===== config.mk =====
export PLATFORM = sky130hd
export DESIGN_NAME = rr_arbiter_flat
export DESIGN_NICKNAME = d
export VERILOG_FILES = /design/src/rtl/rr_arbiter_pkg.sv /design/src/rtl/rr_arbiter_if.sv /design/src/rtl/rr_arbiter_pick.sv /design/src/rtl/rr_arbiter.sv /design/src/flat_wrapper.sv
export SDC_FILE = /design/constraint.sdc
export NUM_CORES = 1
export LEC_CHECK = 0
export BUFFER_PORTS_ARGS = -buffer_cell sky130_fd_sc_hd__buf_2
export CORE_ASPECT_RATIO = 0.5
export CORE_UTILIZATION = 30
export DETAILED_ROUTE_END_ITERATION = 16
export RECOVER_POWER = 25
export SETUP_SLACK_MARGIN = 0.1
export SLEW_MARGIN = 0
export SYNTH_ARGS = -nofsm -noshare
export SYNTH_HDL_FRONTEND = slang
export SYNTH_SLANG_ARGS = --single-unit

===== constraint.sdc =====
create_clock -name clk -period 10.5 [get_ports clk]
set_input_delay 3.15 -clock clk [delete_from_list [all_inputs] [get_ports clk]]
set_output_delay 3.15 -clock clk [all_outputs]
set_load 0.01 [all_outputs]

===== src/rtl/rr_arbiter_pkg.sv =====
// Shared definitions for the round-robin arbiter: FSM state encoding and default sizing.
package rr_arbiter_pkg;

    typedef enum logic {
        IDLE = 1'b0,
        BUSY = 1'b1
    } state_t;

    localparam int DEF_N        = 8;
    localparam int DEF_W        = 3;
    localparam int DEF_MAX_HOLD = 15;
    localparam int DEF_HW       = 8;

endpackage


===== src/rtl/rr_arbiter_if.sv =====
// Requester-side bundle of the round-robin arbiter: request/release in, grant out.
interface rr_arbiter_if
    import rr_arbiter_pkg::*;
#(
    parameter int N = DEF_N,
    parameter int W = DEF_W
);
    logic [N-1:0] req;
    logic         done;
    logic [N-1:0] grant;
    logic [W-1:0] grantId;
    logic         grantValid;
    logic         timeout;

    modport master (
        output req, done,
        input  grant, grantId, grantValid, timeout
    );

    modport slave (
        input  req, done,
        output grant, grantId, grantValid, timeout
    );
endinterface


===== src/rtl/rr_arbiter_pick.sv =====
// Combinational rotated priority encoder: first set request at or after ptr, wrapping mod N.
module rr_pick
    import rr_arbiter_pkg::*;
#(
    parameter int N = DEF_N,
    parameter int W = DEF_W
) (
    input  logic [N-1:0] req,
    input  logic [W-1:0] ptr,
    output logic [W-1:0] pick,
    output logic         any
);
    logic [N-1:0] rot;
    logic [W-1:0] idx;

    // Rotate right by ptr; W-bit index arithmetic wraps because N is a power of two.
    always_comb begin
        rot = '0;
        for (int i = 0; i < N; i++) begin
            rot[i] = req[W'(i) + ptr];
        end
    end

    // Scanning downwards lets the lowest set index win.
    always_comb begin
        idx = '0;
        any = 1'b0;
        for (int i = N - 1; i >= 0; i--) begin
            if (rot[i]) begin
                idx = W'(i);
                any = 1'b1;
            end
        end
    end

    assign pick = idx + ptr;

endmodule


===== src/rtl/rr_arbiter.sv =====
// Round-robin arbiter: registered one-hot grant held until done, owner drop, or hold timeout.
module rr_arbiter
    import rr_arbiter_pkg::*;
#(
    parameter int N        = DEF_N,
    parameter int W        = DEF_W,
    parameter int MAX_HOLD = DEF_MAX_HOLD,
    parameter int HW       = DEF_HW
) (
    input logic       clk,
    input logic       rst_n,
    rr_arbiter_if.slave bus
);
    state_t        state_q, state_d;
    logic [W-1:0]  ptr_q, ptr_d;
    logic [HW-1:0] hold_q, hold_d;
    logic [N-1:0]  grant_q, grant_d;
    logic [W-1:0]  id_q, id_d;
    logic          valid_q, valid_d;
    logic          timeout_q, timeout_d;

    logic [W-1:0]  pick;
    logic          any;
    logic          owner_req;
    logic          hold_hit;

    rr_pick #(.N(N), .W(W)) u_pick (
        .req  (bus.req),
        .ptr  (ptr_q),
        .pick (pick),
        .any  (any)
    );

    assign owner_req = bus.req[id_q];
    assign hold_hit  = (hold_q == HW'(MAX_HOLD));

    // NOTE: every output of this block gets a default first so no path can infer a latch.
    always_comb begin
        state_d   = state_q;
        ptr_d     = ptr_q;
        hold_d    = hold_q;
        grant_d   = grant_q;
        id_d      = id_q;
        valid_d   = valid_q;
        timeout_d = 1'b0;

        case (state_q)
            IDLE: begin
                if (any) begin
                    grant_d = {{(N-1){1'b0}}, 1'b1} << pick;
                    id_d    = pick;
                    valid_d = 1'b1;
                    hold_d  = '0;
                    state_d = BUSY;
                end
            end
            BUSY: begin
                if (bus.done || !owner_req || hold_hit) begin
                    grant_d   = '0;
                    id_d      = '0;
                    valid_d   = 1'b0;
                    ptr_d     = id_q + W'(1);
                    state_d   = IDLE;
                    // A release that coincides with done or owner drop is a normal release.
                    timeout_d = hold_hit && !bus.done && owner_req;
                end else begin
                    hold_d = hold_q + HW'(1);
                end
            end
            default: state_d = IDLE;
        endcase
    end

    // NOTE: sequential state uses non-blocking assignments so all registers update together.
    always_ff @(posedge clk or negedge rst_n) begin
        if (!rst_n) begin
            state_q   <= IDLE;
            ptr_q     <= '0;
            hold_q    <= '0;
            grant_q   <= '0;
            id_q      <= '0;
            valid_q   <= 1'b0;
            timeout_q <= 1'b0;
        end else begin
            state_q   <= state_d;
            ptr_q     <= ptr_d;
            hold_q    <= hold_d;
            grant_q   <= grant_d;
            id_q      <= id_d;
            valid_q   <= valid_d;
            timeout_q <= timeout_d;
        end
    end

    assign bus.grant      = grant_q;
    assign bus.grantId    = id_q;
    assign bus.grantValid = valid_q;
    assign bus.timeout    = timeout_q;

endmodule


===== src/flat_wrapper.sv =====
// flat-port wrapper written by rule: the top's interface ports become plain ports
module rr_arbiter_flat import rr_arbiter_pkg::*;
#(
    parameter int N        = DEF_N,
    parameter int W        = DEF_W,
    parameter int MAX_HOLD = DEF_MAX_HOLD,
    parameter int HW       = DEF_HW
)
  (clk, rst_n, bus_req, bus_done, bus_grant, bus_grantId, bus_grantValid, bus_timeout);
  rr_arbiter_if #(.N(N), .W(W)) bus_i ();
  input logic clk;
  input logic rst_n;
  input wire logic [$bits(bus_i.req)-1:0] bus_req;
  input wire logic [$bits(bus_i.done)-1:0] bus_done;
  output wire logic [$bits(bus_i.grant)-1:0] bus_grant;
  output wire logic [$bits(bus_i.grantId)-1:0] bus_grantId;
  output wire logic [$bits(bus_i.grantValid)-1:0] bus_grantValid;
  output wire logic [$bits(bus_i.timeout)-1:0] bus_timeout;
  assign bus_i.req = bus_req;
  assign bus_i.done = bus_done;
  assign bus_grant = bus_i.grant;
  assign bus_grantId = bus_i.grantId;
  assign bus_grantValid = bus_i.grantValid;
  assign bus_timeout = bus_i.timeout;
  rr_arbiter #(.N(N), .W(W), .MAX_HOLD(MAX_HOLD), .HW(HW)) u_core (.clk(clk), .rst_n(rst_n), .bus(bus_i));
endmodule

=== Yosys cells after proc, flatten, opt, wreduce, memory -nomap -nowiden ===
Index checks and enable logic that the tools add are counted.

* Output and inout bits: 13
* Bits in registers: 25
* Bits of input ports: 11
* Logic and storage cells: 92

* Magnitude comparators: 9
* Reductions and logical operators: 9
* Add/subtract/negate cells: 10
* Equal/unequal tests: 4
* Multiplexer cells: 51
* Shift-type cells: 1
* Bitwise logic cells: 1

{| class="wikitable"
|+ Operators by type and width
! kind !! number
|-
| $lt 3x4->1 const B || 9
|-
| $mux 8 || 4
|-
| $pmux 8 s2 || 2
|-
| $mux 3 || 10
|-
| $bmux 1 s3 || 9
|-
| $mux 1 || 23
|-
| $add 3x3->3 const A || 4
|-
| $add 8x1->8 const B || 1
|-
| $eq 8x4->1 const B || 1
|-
| $shl 1x3->8 const A || 1
|-
| $add 2x3->3 const A || 2
|-
| $pmux 3 s2 || 1
|-
| $reduce_and 2->1 || 3
|-
| $ne 2x2->1 const B || 2
|-
| $pmux 1 s2 || 2
|-
| $add 1x3->3 const A || 1
|-
| $add 3x1->3 const B || 1
|-
| $add 3x3->3 || 1
|-
| $logic_and 1x1->1 || 2
|-
| $logic_not 1->1 || 2
|-
| $logic_or 1x1->1 || 2
|-
| $ne 2x1->1 const B || 1
|-
| $not 1->1 || 1
|}

=== Depth between registers and ports, before layout ===
Gate-level depths: netlist of the first run.

* Word-level depth: 15
* Mapped depth: 15
* Mapped depth without buffers: 14

=== Cells and area by module ===
Synthesis of the first run repeated with hierarchy kept, for this count alone.

* Cells, all modules: 233
* Area total of the unflattened synthesis: 2168.3 um^2

{| class="wikitable"
|+ Modules (own cells, without submodules)
! module !! cells an instance !! area each (um^2) !! seq. area each (um^2) !! instances
|-
| rr_arbiter || 160 || 1482.7 || 625.6 || 1
|-
| rr_pick || 73 || 685.7 || 0.0 || 1
|}

=== Least setup slack after synthesis of the first run ===
No wires, ideal clock.

* Path kind: input port to flip-flop
* From: input port bus_req[5]
* To: register u_core.grant_q[0] (netlist: u_core.bus.grant[0])
* Path slack: 4.940 ns
* Cell stages on the path: 12
* Arrival: 5.469 ns
* Cell sequence: mux4_2 nor2_1 o21ai_0 a21o_1 a21oi_1 a2bb2oi_1 ha_1 inv_1 fa_1 nor2b_1 nand2_1 o221ai_1

* Word-level cells in the longest chain between the ends: 14
* Elaborated cells on any way between the ends: 44
* Classes of those cells: add/sub: 1; eq/ne: 2; shift: 1; mux: 36; reduce/logical: 4

{| class="wikitable"
|+ Ends and longest elaborated chain
! element !! RTL line !! RTL
|-
| start: declaration || flat_wrapper.sv:13 || <nowiki>input wire logic [$bits(bus_i.req)-1:0] bus_req;</nowiki>
|-
| $bmux 1 s3 || rr_arbiter_pick.sv:20 || <nowiki>rot[i] = req[W'(i) + ptr];</nowiki>
|-
| $mux 1 (implied by the code) || rr_arbiter_pick.sv:20 ||
|-
| $mux 3 (8 in series) || rr_arbiter_pick.sv:29 || <nowiki>if (rot[i]) begin</nowiki>
|-
| $add 3x3->3 || rr_arbiter_pick.sv:36 || <nowiki>assign pick = idx + ptr;</nowiki>
|-
| $shl 1x3->8 || rr_arbiter.sv:50 || <nowiki>grant_d = {{(N-1){1'b0}}, 1'b1} << pick;</nowiki>
|-
| $mux 8 || rr_arbiter.sv:49 || <nowiki>if (any) begin</nowiki>
|-
| $pmux 8 s2 || rr_arbiter.sv:47 || <nowiki>case (state_q)</nowiki>
|-
| end signal: assignment || rr_arbiter.sv:88 || <nowiki>grant_q <= grant_d;</nowiki>
|-
| end: declaration || rr_arbiter.sv:17 || <nowiki>logic [N-1:0] grant_q, grant_d;</nowiki>
|}

Several ways; a longest one is shown, not always the timed one. The select of a mux whose other input is x is not followed.
A chain may end at the register's enable or synchronous reset.

=== Worst setup path in the final report of the first run ===
* From: input port bus_req[5]
* To: register u_core.grant_q[4] (netlist: u_core.bus.grant[4])

The elaborated chain is that of the path after synthesis.

==> results of run 1 <==
==> logic make-up after synthesis <==
logic type | after synthesis | synth area share [%]
compound gates | 29 | 13.9
xor+xnor | 10 | 4.78
fa+ha+maj | 6 | 4.51
buf+inv | 15 | 4.03
flops | 25 | 34.2
mux | 21 | 19.9
simple gates | 70 | 18.6
==> critical path, stage by stage <==
cell and delay [ps]:
buf_2 130, mux4_2 470, nor2_1 220, o21ai_0 110
a21o_1 160, a21oi_1 120, a2bb2oi_1 190, ha_1 160
inv_1 50, fa_1 590, nor2b_1 200, nand2_1 90
o221ai_1 210
==> layout by cell type, fill, tap and decap left out, types with 4 or more instances in the layout <==
| master | count |
|---|---|
| dfrtp_1 | 25 |
| buf_2 | 22 |
| nor2_1 | 18 |
| nand2_1 | 17 |
| nand3_1 | 16 |
| mux4_2 | 12 |
| o221ai_1 | 9 |
| inv_1 | 8 |
| nor2b_1 | 6 |
| xor2_1 | 6 |
| mux2i_1 | 5 |
| o21ai_0 | 5 |
| ha_1 | 5 |
| mux2_2 | 4 |
| xnor2_1 | 4 |
==> flip-flops by register name, summed over array words and instances, names as in the netlist <==
| register | cells |
|---|---|
| u_core.bus.grantId | 3 |
| u_core.bus.grant | 8 |
| u_core.state_q | 1 |
| u_core.bus.timeout | 1 |
| u_core.ptr_q | 3 |
| u_core.bus.grantValid | 1 |
| u_core.hold_q | 8 |
==> synth_stat cells (3+ instances only) <==
master    instances  area share (%)
nand3_1          16             4.4
mux4_2           12              15
o221ai_1          9             4.3
nand2_1          17             3.5
mux2i_1           5             2.7
nor2_1           18             3.7
o21ai_0           5             1.4
nand2b_1          3             1.0
xor2_1            6             2.9
a21oi_1           3            0.82
nor2b_1           6             2.0
ha_1              5             3.4
dfrtp_1          25              34
mux2_2            4             2.5
inv_1             8             1.6
xnor2_1           4             1.9
==> how the worst max path moves through the flow <==
stage,endpoint,slack [ps]
global route,u_core.bus.grant[4],4480
finish,u_core.bus.grant[4],4800
global placement,u_core.bus.grant[4],4640
CTS,u_core.bus.grant[4],4810
floorplan,u_core.bus.grant[0],4940
detailed placement,u_core.bus.grant[4],4560
==> routing by layer <==
layer  vias up  part of all wire (%)  global-route usage, %
li1        699                     -                      -
met1       718                    50                   17.6
met2        16                    46                   21.1
met3         5                   1.9                   1.49
met4         0                   1.5                   4.57
met5         -                     0                      0
==> layout make-up <==
class	count	area (µm²)
clock inverter	1	5.00
inverter	8	30.0
fill	562	3600
multi-input combinational	136	1140
tap	73	91.3
clock buffer	3	75.1
timing repair buffer	24	121
sequential	25	626
==> power by group through the flow <==
stage | Combinational (W) | Clock [W] | Sequential, W
2_1_floorplan | 0.000416 | 0 | 0.000150
3_3_place_gp | 0.000482 | 0 | 0.000168
3_5_place_dp | 0.000491 | 0 | 0.000169
4_1_cts | 0.000495 | 0.0000862 | 0.000167
5_1_grt | 0.000553 | 0.0000898 | 0.000173
6_report | 0.000494 | 0.0000840 | 0.000167
==> stage by stage <==
stage	instance area [µm²]	util, %	total power, W
after floorplan	1830	-	0.000566
after global placement	2010	35.3	0.000650
after detailed placement	2010	35.3	0.000661
after CTS	2090	36.7	0.000749
after global routing	2090	36.7	0.000816
final	2090	36.7	0.000745
==> reports/results.txt, run 1 <==
run status: finished, final reports clean
1st-iter DRT viols: 96
worst-path fanout max: 6
pin count of the biggest net entering global routing: 26
vias in the first global route: 1366
sequential share of the synthesized area: 34.2%
gpl congestion: 0.790
# clock sinks: 25
Clk pwr share: 11.3%
# setup viols final: 0
switching power total: 0.000350 W
crit path launch type: input port
core area: 5680 µm²
Period minus WS final: 5700 ps
IO Port Bufs: 23
Die ar.: 6440 µm²
ANT cells: 0
Comb power frac: 66.3%
Worst-Margin Slew: 1340 ps
starting density of the core: 32.2%
Post-CTS Resized: 0
total CTS buffers: 3
R2R depth: 11
reg2reg end: u_core.bus.grant[2]
Post-Synthesis Net Count: 193
row count: 19
worst hold path depth: 2
Final TNS setup: 0 ps
CTS root buffer: clkbuf_16
H-tree levels: 1
Fin. Hold Viols: 0
CTS tree: built
CP Capture Type: flip-flop
Chip Height: 57.3 µm
Mapped Area: 1830 µm²
sw frac: 47.0%
CTS Hold Bufs: 0
Unique masters post-synth: 40
flip-flop and latch count after synthesis: 25
Routed WL: 3.82 mm
sequential power share: 22.4%
initial antenna violation count: 0
clk slew on worst S/H paths: 60 ps
gr usage total: 12.8%
Final Max Slew Viols: 0
final setup margin: 4800 ps
async set-reset flop share out of synthesis: 100%
first-pass GRT wire length: 6.60 mm
number of enable flip-flop cells after synthesis: 0
placed insts: 266
worst hold path startpoint: u_core.bus.grantValid
# Max-Cap Violations: 0
Power Density: 357 nW/µm²
Critical Path RT: 10660 ps
worst setup path class: in -> reg
Tcrit/Tclk final: 54.3%
via count: 1438
Crit Reg-Reg Startpoint: u_core.ptr_q[1]
# IOs: 24
static leakage: 0.908 nW
clk_lat worst skew: 260 ps
Die W: 113 µm
Non-Filler Instances: 270
Routed Antenna Nets: 0
Min-Delay Endpoint: u_core.bus.grantValid
First-pass DRT Iterations: 4
routed vias/inst: 5.33
Avg Inst Size Synth: 10.4 µm²
Area Overhead vs Synth: 13.9%
Post-Synthesis Cells: 176
Hold Crit Class: reg -> reg
pre-CTS setup slack: 4560 ps
grt total ovfl: 0
CP arrival: 5860 ps
RSZ-0062 raised after global routing: no
commonest register cell after synthesis: dfrtp_1
Internal: 0.000394 W
layout cell share with drive strength beyond 1: 24.9%
post-DP HPWL: 2.83 mm
wire per inst: 14.2 µm
Post-CTS Repair Setup Buffers: 0
clock skew: 3.63 ps
max frequency: 176 MHz
# nets final: 215
Crit. Startpoint: bus_req[5]
DRC: 0
hold slack: 493 ps
CTS Buffer Depth: 2
reg2reg setup slack: 6660 ps
slew margin rel.: 11.0%
worst vdd ir: 0.000116 V
Yosys Warn Count: 0
No activity file was read; power rests on OpenSTA's default activity.
==> inputs of run 2 (changes only) <==
Settings changed: ABC_AREA set to 1.
Clock period 10.5 ns to 4.7 ns, I/O delays scaled along.
==> reports/results.txt, run 2 <==
Chip Height: 58.6 µm (+2.4%)
most frequent cell after synthesis: nand2_1
crit path launch type: input port
grt total ovfl: 0 (unchanged)
Post-CTS Resized: 0 (unchanged)
run status: finished, final reports clean
CP Cell Sequence: buf_2 -> nand2_1 -> nand3_1 -> nand2_1 -> nand2_1 -> nand2_1 -> a21oi_1 -> o21ai_0 -> nand2_1 -> a21oi_1 -> ha_1 -> inv_1 -> fa_1 -> xor2_1 -> inv_1 -> nand3_2 -> nand2_1 -> nand3_1 -> nand2_1
pin count of the biggest net entering global routing: 26 (unchanged)
most frequent cells in the layout: nand2_1 (103), nand3_1 (38), nor2_1 (28)
Routed WL: 4.36 mm (+14%)
Post-Synthesis Net Count: 299 (+55%)
routed vias/inst: 4.65 (-13%)
Yosys Warn Count: 0 (unchanged)
ANT cells: 0 (unchanged)
worst hold path depth: 2 (unchanged)
IO Port Bufs: 23 (unchanged)
Power Density: 832 nW/µm² (+130%)
async set-reset flop share out of synthesis: 100% (unchanged)
worst-path fanout max: 6 (unchanged)
Final Max Slew Viols: 0 (unchanged)
Area Overhead vs Synth: 14.2%
Crit Reg-Reg Startpoint: u_core.ptr_q[1]
flip-flop and latch count after synthesis: 25 (unchanged)
total CTS buffers: 3 (unchanged)
CP max stage cell: fa_1
hold slack: 474 ps (-18.6 ps)
clk_lat worst skew: 260 ps (about the same)
Unique masters post-synth: 29 (-28%)
Worst-Margin Slew: 1350 ps (+16.8 ps)
Post-Synthesis Cells: 282 (+60%)
Hold Crit Class: reg -> reg
gr usage total: 14.1% (+1.3 points)
# IOs: 24 (unchanged)
number of enable flip-flop cells after synthesis: 0 (unchanged)
# setup viols final: 0 (unchanged)
layout cell share with drive strength beyond 1: 15.0% (-9.8 points)
post-synth top area share: 32.5% (-1.6 points)
Core Util, Final: 35.8% (-0.87 points)
initial antenna violation count: 0 (unchanged)
reg2reg end: u_core.bus.grant[3]
max incr delay on CP: 370 ps (-220 ps)
CTS Hold Bufs: 0 (unchanged)
RSZ-0062 raised after global routing: no
Layout fillers: 670 (+19%)
commonest register cell after synthesis: dfrtp_1
Avg Inst Size Synth: 6.82 µm² (-34%)
Period minus WS final: 3520 ps
vias in the first global route: 1725 (+26%)
Fin. Hold Viols: 0 (unchanged)
CTS root buffer: clkbuf_16
CTS Buffer Depth: 2 (unchanged)
CP arrival: 3660 ps (-2200 ps)
Mapped Area: 1920 µm² (+5.1%)
worst vdd ir: 0.000224 V (+93%)
Commonest cells post-synth: nand2_1 (103), nand3_1 (38), nor2_1 (28), dfrtp_1 (25), inv_1 (18)
DRC: 0 (unchanged)
Crit path max-delay family: simple AND/OR/NAND/NOR gates
via count: 1831 (+27%)
Min-Delay Endpoint: u_core.bus.grantValid
gpl congestion: 0.830 (+5.1%)
core area: 6130 µm² (+7.9%)
sequential share of the synthesized area: 32.5% (-1.6 points)
sum of buffers and inverters on the critical path: 3 (+1)
# nets final: 324 (+51%)
1st-iter DRT viols: 69 (-28%)
CP Capture Type: flip-flop
slew margin rel.: 9.83% (-1.1 points)
Cell Area, Placed: 2120 µm² (+5.6%)
cell count along the critical path: 19 (+6)
CTS tree: built
leading area contributor after synthesis: dfrtp_1
total power: 0.00183 W (+150%)
clock skew: 6.77 ps (+3.14 ps)
Die ar.: 6760 µm² (+4.9%)
first-pass GRT wire length: 7.56 mm (+14%)
H-tree levels: 1 (unchanged)
critical path's most frequent cell: nand2_1
synth top area cells: dfrtp_1 (33%), nand2_1 (20%), nand3_1 (9.9%)
R2R depth: 19 (+8)
static leakage: 1.14 nW (+25%)
max frequency: 284 MHz
Final TNS setup: 0 ps (unchanged)
FF/Latch Area: 626 µm² (unchanged)
Routed Antenna Nets: 0 (unchanged)
reg2reg setup slack: 1300 ps (-5360 ps)
clk slew on worst S/H paths: 70 ps (about the same)
Post-CTS Repair Setup Buffers: 0 (unchanged)
post-route cell area: 2200 µm² (+5.3%)
Tcrit/Tclk final: 74.9%
First-pass DRT Iterations: 4 (unchanged)
wire per inst: 11.1 µm (-22%)
row count: 20 (+1)
# clock sinks: 25 (unchanged)
commonest non-fill, non-tap cell in the layout: nand2_1
Die W: 115 µm (+2.5%)
# Max-Cap Violations: 0 (unchanged)
post-DP HPWL: 3.51 mm (+24%)
worst hold path startpoint: u_core.bus.grantValid
worst setup path class: in -> reg
starting density of the core: 31.4% (-0.85 points)
multi-input logic area: 1170 µm² (+3.3%)
Critical Path RT: 4840 ps (-5820 ps)
==> run 2: final cells by class <==
cell class                      count  share of cell area, %
Clock buffer                        4                   3.59
Inverter                           23                   4.27
Multi-Input combinational cell    231                   53.5
Sequential cell                    25                   28.5
Tap cell                           88                   5.01
Timing Repair Buffer               23                   5.18
==> run 2: how the worst max path moves through the flow <==
stage / start / endpoint
floorplan: bus_req[1] / u_core.bus.grant[1]
global placement: bus_req[1] / u_core.bus.grant[3]
detailed placement: bus_req[1] / u_core.bus.grant[3]
CTS: bus_req[1] / u_core.bus.grant[3]
global route: bus_req[1] / u_core.bus.grant[2]
finish: bus_req[1] / u_core.bus.grant[3]
==> run 2: tightest hold or removal path: stages (launching register included) <==
cell	delay [ps]
dfrtp_1	340
nand2_1	60
nand2_1	40
==> run 2: per-layer routing <==
metal	global-route usage, %	up-vias	part of all wire [%]
met5	0	-	0
met4	3.71	0	0.53
met3	1.34	2	2.1
met2	26.0	21	48
met1	18.0	846	49
li1	-	962	-
==> run 2: cell families (layout without fill, tap and decap cells) <==
kind of cell | after synthesis | in the layout | share of synthesized area [%]
buf+inv | 26 | 50 | 6.44
simple gates | 194 | 194 | 44.9
fa+ha+maj | 6 | 6 | 4.29
flops | 25 | 25 | 32.5
compound gates | 19 | 19 | 5.20
xor+xnor | 12 | 12 | 6.63
==> run 2: through the flow <==
step           std cells  setup WS [ps]
4_1_cts              394           1180
3_5_place_dp         390            916
6_report             394           1180
3_3_place_gp         390            973
5_1_grt              394            830
2_1_floorplan        282           1290
==> run 2: power breakdown <==
| group | internal [W] | total, W | switching, W |
|---|---|---|---|
| registers | 0.000269 | 0.000357 | 0.0000875 |
| clock network | 0.000116 | 0.000188 | 0.0000721 |
| logic | 0.000435 | 0.00128 | 0.000847 |
